--- src/rtl/sata_rx_prim_dec.sv ---
// sata_rx_prim_dec: receive-side SATA dword classifier. Recognises primitives,
// swallows ALIGN, expands CONT streams into repeats of the last primitive,
// forwards data dwords and counts coding errors. One-cycle registered latency.
module sata_rx_prim_dec #(
  parameter int unsigned C_ERR_CNT_W        = 16,
  parameter int unsigned C_HOLD_ON_LINKDOWN = 0
) (
  input  logic                   clk_75m,
  input  logic                   host_rst,
  input  logic                   link_up,
  input  logic [31:0]            rxdata_fis,
  input  logic [3:0]             rxcharisk,
  output logic [31:0]            rx_dword,
  output logic                   rx_valid,
  output logic                   rx_is_prim,
  output logic [4:0]             rx_prim,
  output logic                   cont_active,
  output logic                   align_det,
  output logic                   code_err,
  output logic [C_ERR_CNT_W-1:0] err_cnt
);

  localparam int unsigned PW      = 5;
  localparam int unsigned N_PRIMS = 18;

  localparam logic [PW-1:0] P_ALIGN   = PW'(0);
  localparam logic [PW-1:0] P_CONT    = PW'(1);
  localparam logic [PW-1:0] P_UNKNOWN = PW'(31);

  typedef enum logic [0:0] {
    ST_NORMAL = 1'b0,
    ST_CONT   = 1'b1
  } state_t;

  state_t        state;
  logic [PW-1:0] last_prim;
  logic          last_valid;

  logic [PW-1:0] dec_code;
  logic          k_none;
  logic          k_prim;
  logic          is_align;
  logic          is_cont;
  logic          is_other_prim;
  logic          is_illegal;

  // 32-bit wire value of each primitive code
  function automatic logic [31:0] prim_value(input logic [PW-1:0] code);
    case (code)
      5'd0:    prim_value = 32'h7B4A4ABC; // ALIGN
      5'd1:    prim_value = 32'h9999AA7C; // CONT
      5'd2:    prim_value = 32'h3636B57C; // DMAT
      5'd3:    prim_value = 32'hD5D5B57C; // EOF
      5'd4:    prim_value = 32'hD5D5AA7C; // HOLD
      5'd5:    prim_value = 32'h9595AA7C; // HOLDA
      5'd6:    prim_value = 32'h9595957C; // PMACK
      5'd7:    prim_value = 32'hF5F5957C; // PMNAK
      5'd8:    prim_value = 32'h1717B57C; // PMREQ_P
      5'd9:    prim_value = 32'h7575957C; // PMREQ_S
      5'd10:   prim_value = 32'h5656B57C; // R_ERR
      5'd11:   prim_value = 32'h5555B57C; // R_IP
      5'd12:   prim_value = 32'h3535B57C; // R_OK
      5'd13:   prim_value = 32'h4A4A957C; // R_RDY
      5'd14:   prim_value = 32'h3737B57C; // SOF
      5'd15:   prim_value = 32'hB5B5957C; // SYNC
      5'd16:   prim_value = 32'h5858B57C; // WTRM
      5'd17:   prim_value = 32'h5757B57C; // X_RDY
      default: prim_value = 32'h00000000;
    endcase
  endfunction

  // Classify the incoming dword against the primitive table
  always_comb begin
    k_none   = (rxcharisk == 4'b0000);
    k_prim   = (rxcharisk == 4'b0001);
    dec_code = P_UNKNOWN;
    if (k_prim) begin
      for (int unsigned i = 0; i < N_PRIMS; i++) begin
        if (rxdata_fis == prim_value(PW'(i))) dec_code = PW'(i);
      end
    end
    is_align      = k_prim && (dec_code == P_ALIGN);
    is_cont       = k_prim && (dec_code == P_CONT);
    is_other_prim = k_prim && (dec_code != P_UNKNOWN) && !is_align && !is_cont;
    is_illegal    = (!k_none && !k_prim) ||
                    (k_prim && (dec_code == P_UNKNOWN)) ||
                    (is_cont && !last_valid);
  end

  // Decoder state, last-primitive memory and registered outputs
  always_ff @(posedge clk_75m or posedge host_rst) begin
    if (host_rst) begin
      state       <= ST_NORMAL;
      last_prim   <= '0;
      last_valid  <= 1'b0;
      rx_dword    <= '0;
      rx_valid    <= 1'b0;
      rx_is_prim  <= 1'b0;
      rx_prim     <= '0;
      cont_active <= 1'b0;
      align_det   <= 1'b0;
      code_err    <= 1'b0;
      err_cnt     <= '0;
    end else begin
      rx_dword   <= '0;
      rx_valid   <= 1'b0;
      rx_is_prim <= 1'b0;
      rx_prim    <= '0;
      align_det  <= 1'b0;
      code_err   <= 1'b0;
      if (!link_up) begin
        state       <= ST_NORMAL;
        last_prim   <= '0;
        last_valid  <= 1'b0;
        cont_active <= 1'b0;
        if (C_HOLD_ON_LINKDOWN == 0) err_cnt <= '0;
      end else if (is_illegal) begin
        // state untouched; count saturates at all-ones
        code_err <= 1'b1;
        if (err_cnt != '1) err_cnt <= err_cnt + C_ERR_CNT_W'(1);
      end else if (is_align) begin
        align_det <= 1'b1;
      end else if (is_cont) begin
        rx_valid    <= 1'b1;
        rx_is_prim  <= 1'b1;
        rx_prim     <= last_prim;
        rx_dword    <= prim_value(last_prim);
        state       <= ST_CONT;
        cont_active <= 1'b1;
      end else if (is_other_prim) begin
        rx_valid    <= 1'b1;
        rx_is_prim  <= 1'b1;
        rx_prim     <= dec_code;
        rx_dword    <= rxdata_fis;
        last_prim   <= dec_code;
        last_valid  <= 1'b1;
        state       <= ST_NORMAL;
        cont_active <= 1'b0;
      end else if (state == ST_CONT) begin
        // scrambled filler: repeat the held primitive, drop the payload
        rx_valid   <= 1'b1;
        rx_is_prim <= 1'b1;
        rx_prim    <= last_prim;
        rx_dword   <= prim_value(last_prim);
      end else begin
        rx_valid <= 1'b1;
        rx_dword <= rxdata_fis;
      end
    end
  end

endmodule

--- config.mk ---
export PLATFORM = sky130hd
export DESIGN_NAME = sata_rx_prim_dec
export DESIGN_NICKNAME = d
export VERILOG_FILES = /design/src/rtl/sata_rx_prim_dec.sv
export SDC_FILE = /design/constraint.sdc
export NUM_CORES = 1
export LEC_CHECK = 0
export ABC_AREA = 1
export CAP_MARGIN = 20
export CORE_UTILIZATION = 50
export DETAILED_ROUTE_END_ITERATION = 16
export PLACE_DENSITY = 0.78
export SYNTH_ARGS = -nofsm -noshare
export SYNTH_HDL_FRONTEND = slang
export SYNTH_SLANG_ARGS = --single-unit
--- constraint.sdc ---
create_clock -name clk_75m -period 3.16 [get_ports clk_75m]
set_input_delay 0.632 -clock clk_75m [delete_from_list [all_inputs] [get_ports clk_75m]]
set_output_delay 0.632 -clock clk_75m [all_outputs]
set_load 0.005 [all_outputs]
==> impl_results.md <==
- Clk root buf: clkbuf_8
- Synthesized area per cell: 6.35 um2
- Die Y: 99.7 um
- Worst path arrival time: 3.31 ns
- Final period util: 0.973
- Ys flop type: dfrtp_1
- Width of the die: 99.7 um
- Met2 WL: 7870 um
- Gr ovfl total: 0
- Setup TNS: 0 ns
- Cell Area, Placed: 6540 um2
- Post-Synth Adder-Cell Area: 0.0183
- Overall power: 1950 uW
- Post-Syn Area: 4780 um2
- CP max FO: 7
- Max cap viols: 0
- # diodes: 0
- Mapped Nets: 798
- Tightest Pin Transition: 0.509 ns
- Largest net degree at the start of global routing: 34
- RD Place Congestion: 1.00
- Worst Hold Class: reg2reg
- Share of layout cells above drive strength 1: 0.217
- Multiplexer share of the synthesized area: 0
- Compound-Gate Fraction of Synth Area: 0.0673
- Worst Setup Start Kind: input port
- Type of the worst setup path: in2reg
- Post-synthesis sequential area ratio: 0.335
- Global-route wire length before repair: 25500 um
- Clk slew on worst S/H paths: 0.07 ns
- Fmax: 0.325 GHz
- Final setup violation count: 0
- Status: finished clean
- Ys async rst share: 1.00
- Mapped Cells: 752
- Multi-input logic area: 2890 um2
- Yosys cell types: 35
- PwrDens: 278 nW/um2
- Routed wire length: 16600 um
- Antenna Violating Nets Remaining: 0
- Sequential cell area: 1600 um2
- Post-Layout Cell Count: 1078
- Row count: 35
- DR iter-0 viols: 492
- Max-slew violations: 0
- Largest family of logic cells by synthesized area: simple AND/OR/NAND/NOR gates
- Clk sink count: 64
- Layout area overhead: 47.2%
- Xor/xnor share of the synthesized area: 0.0147
- Final setup skew: 0.00917 ns
- Vias in the first global route: 5433
- H-tree Lvls: 3
- Final instance area: 7030 um2
- CTS Buffer Depth: 2
- I/O Pins: 97
- Yosys reg bits: 64
- Leakage: 0.00350 uW
- Die area: 9950 um2
- Tmin final: 3.07 ns
- CTS Buf Count: 9
- Synth warnings: 0
- Core region area: 9240 um2
- Post-synth EDFFs: 0
- Final hold viol count: 0
- Total track usage: 0.328
- Initial core utilization: 0.517
- Vias: 5834
- Placed Instances: 1055
- Initial antenna violation count: 0
- Drt wl/cell: 15.4 um
- Post-Synth Simple-Gate Area: 0.472
- Kind of end point of the critical path: flop
- Wl on met1: 6610 um
- First-pass iteration count of the detailed router: 6
- Number of buffers added on ports: 96
- Metal3 WL: 1350 um
- Final Core Density: 0.761
- Nets: 990
- FILL cells: 703
- Post-DP HPWL: 12500 um
- Via/cell ratio: 5.41
- Max VDD drop: 243 uV
- CTS tree: done
- Residual DRC: 0
- Clock Latency Late Sink: 0.35 ns
- Rel. slew slack: 0.658
- Top sig layer: met4
- Worst Path Required: 3.39 ns
## sequential cells by signal, indices dropped and copies added, names as in the netlist
register,count
err_cnt,16
rx_is_prim,1
code_err,1
rx_valid,1
rx_dword,32
last_prim,5
rx_prim,5
last_valid,1
state,1
align_det,1
## kinds of logic (layout without fill, tap and decap cells)
family / after synthesis / in the layout
AND/OR/NAND/NOR: 501 / 501
adder cells (fa/ha/maj): 7 / 7
buffers and inverters: 110 / 307
XOR/XNOR: 8 / 8
flip-flops: 64 / 64
AO/OA/AOI/OAI: 62 / 62
## metal layers
| layer | vias to the layer above | GRT usage |
|---|---|---|
| met5 | - | 0 |
| met4 | 0 | 0.184 |
| met3 | 65 | 0.0534 |
| met2 | 353 | 0.541 |
| met1 | 2642 | 0.410 |
| li1 | 2774 | - |
## path summary, 6_finish.rpt
check,slack (ns),depth (start not counted),from,endpoint
max,0.09,18,rxdata_fis[3],rx_dword[19]
min,0.56,2,err_cnt[15],err_cnt[15]
max reg2reg,0.96,11,err_cnt[0],err_cnt[14]
min reg2reg,0.56,2,err_cnt[15],err_cnt[15]
max in group asynchronous,1.90,3,host_rst,rx_dword[8]
min in group asynchronous,0.60,2,host_rst,rx_prim[2]
## cells in the mapped netlist (all sizes together) (5+ instances only)
library cell	number	share of area
dfrtp	64	0.34
inv	89	0.070
nand3	94	0.11
xor2	5	0.0092
nor2	140	0.12
nor3	13	0.019
buf	10	0.014
nand4	22	0.029
a21oi	26	0.027
ha	7	0.018
clkbuf	9	0.0071
o21ai	31	0.032
or2	10	0.013
nand2	219	0.18
## repair_timing
action	CTS	global route
hold buffers	0	0
resized for setup	0	67
setup buffers	0	7
setup endpoints to repair	0	60
## cell type report
cell class | count | area share
Clock buffer | 12 | 0.0221
Clock inverter | 4 | 0.0109
Inverter | 91 | 0.0486
Multi-Input combinational cell | 578 | 0.411
Sequential cell | 64 | 0.228
Tap cell | 129 | 0.0229
Timing Repair Buffer | 200 | 0.256
## stage by stage
stage / hold WS [ns] / setup slack, ns
2_1_floorplan: 0.496 / 0.643
3_3_place_gp: 0.526 / -0.259
3_5_place_dp: 0.545 / -0.329
4_1_cts: 0.562 / 0.00132
5_1_grt: 0.594 / -0.0502
6_report: 0.560 / 0.0853
## cells in the final DEF (no fill, tap or decap), types with 7 or more instances in the layout
master,synthesis,layout
nand3_1,90,86
ha_1,7,7
or2_2,10,10
nand2_2,5,16
nor2_1,130,114
buf_4,1,102
dfrtp_1,64,64
inv_1,76,72
nand4_1,22,22
nor2_4,3,12
nor3_1,9,8
inv_2,13,17
dlymetal6s2s_1,0,18
a21oi_1,26,24
clkdlybuf4s50_1,0,78
nand2_1,211,200
clkbuf_8,0,11
o21ai_1,23,23
o21ai_0,8,8
nor2_2,6,13
## worst max-delay path: stages
cell and delay [ns]:
clkdlybuf4s50_1 0.49, nand2_1 0.07, inv_1 0.07, nand2_2 0.08, buf_4 0.15, nor2_1 0.12, nand3_2 0.19, nor2_4 0.19
nand2_2 0.08, nand2_2 0.08, buf_4 0.11, nor2_1 0.07, nor3_4 0.29, nand2_2 0.21, inv_2 0.17, nand2_1 0.10
nand3_1 0.16, nor2_1 0.07
## report_power, final
group / total [uW] / switching, uW / internal (uW)
Clock: 831 / 341 / 489
Combinational: 286 / 152 / 134
Sequential: 838 / 8.29 / 830
No activity file was read; power rests on OpenSTA's default activity.
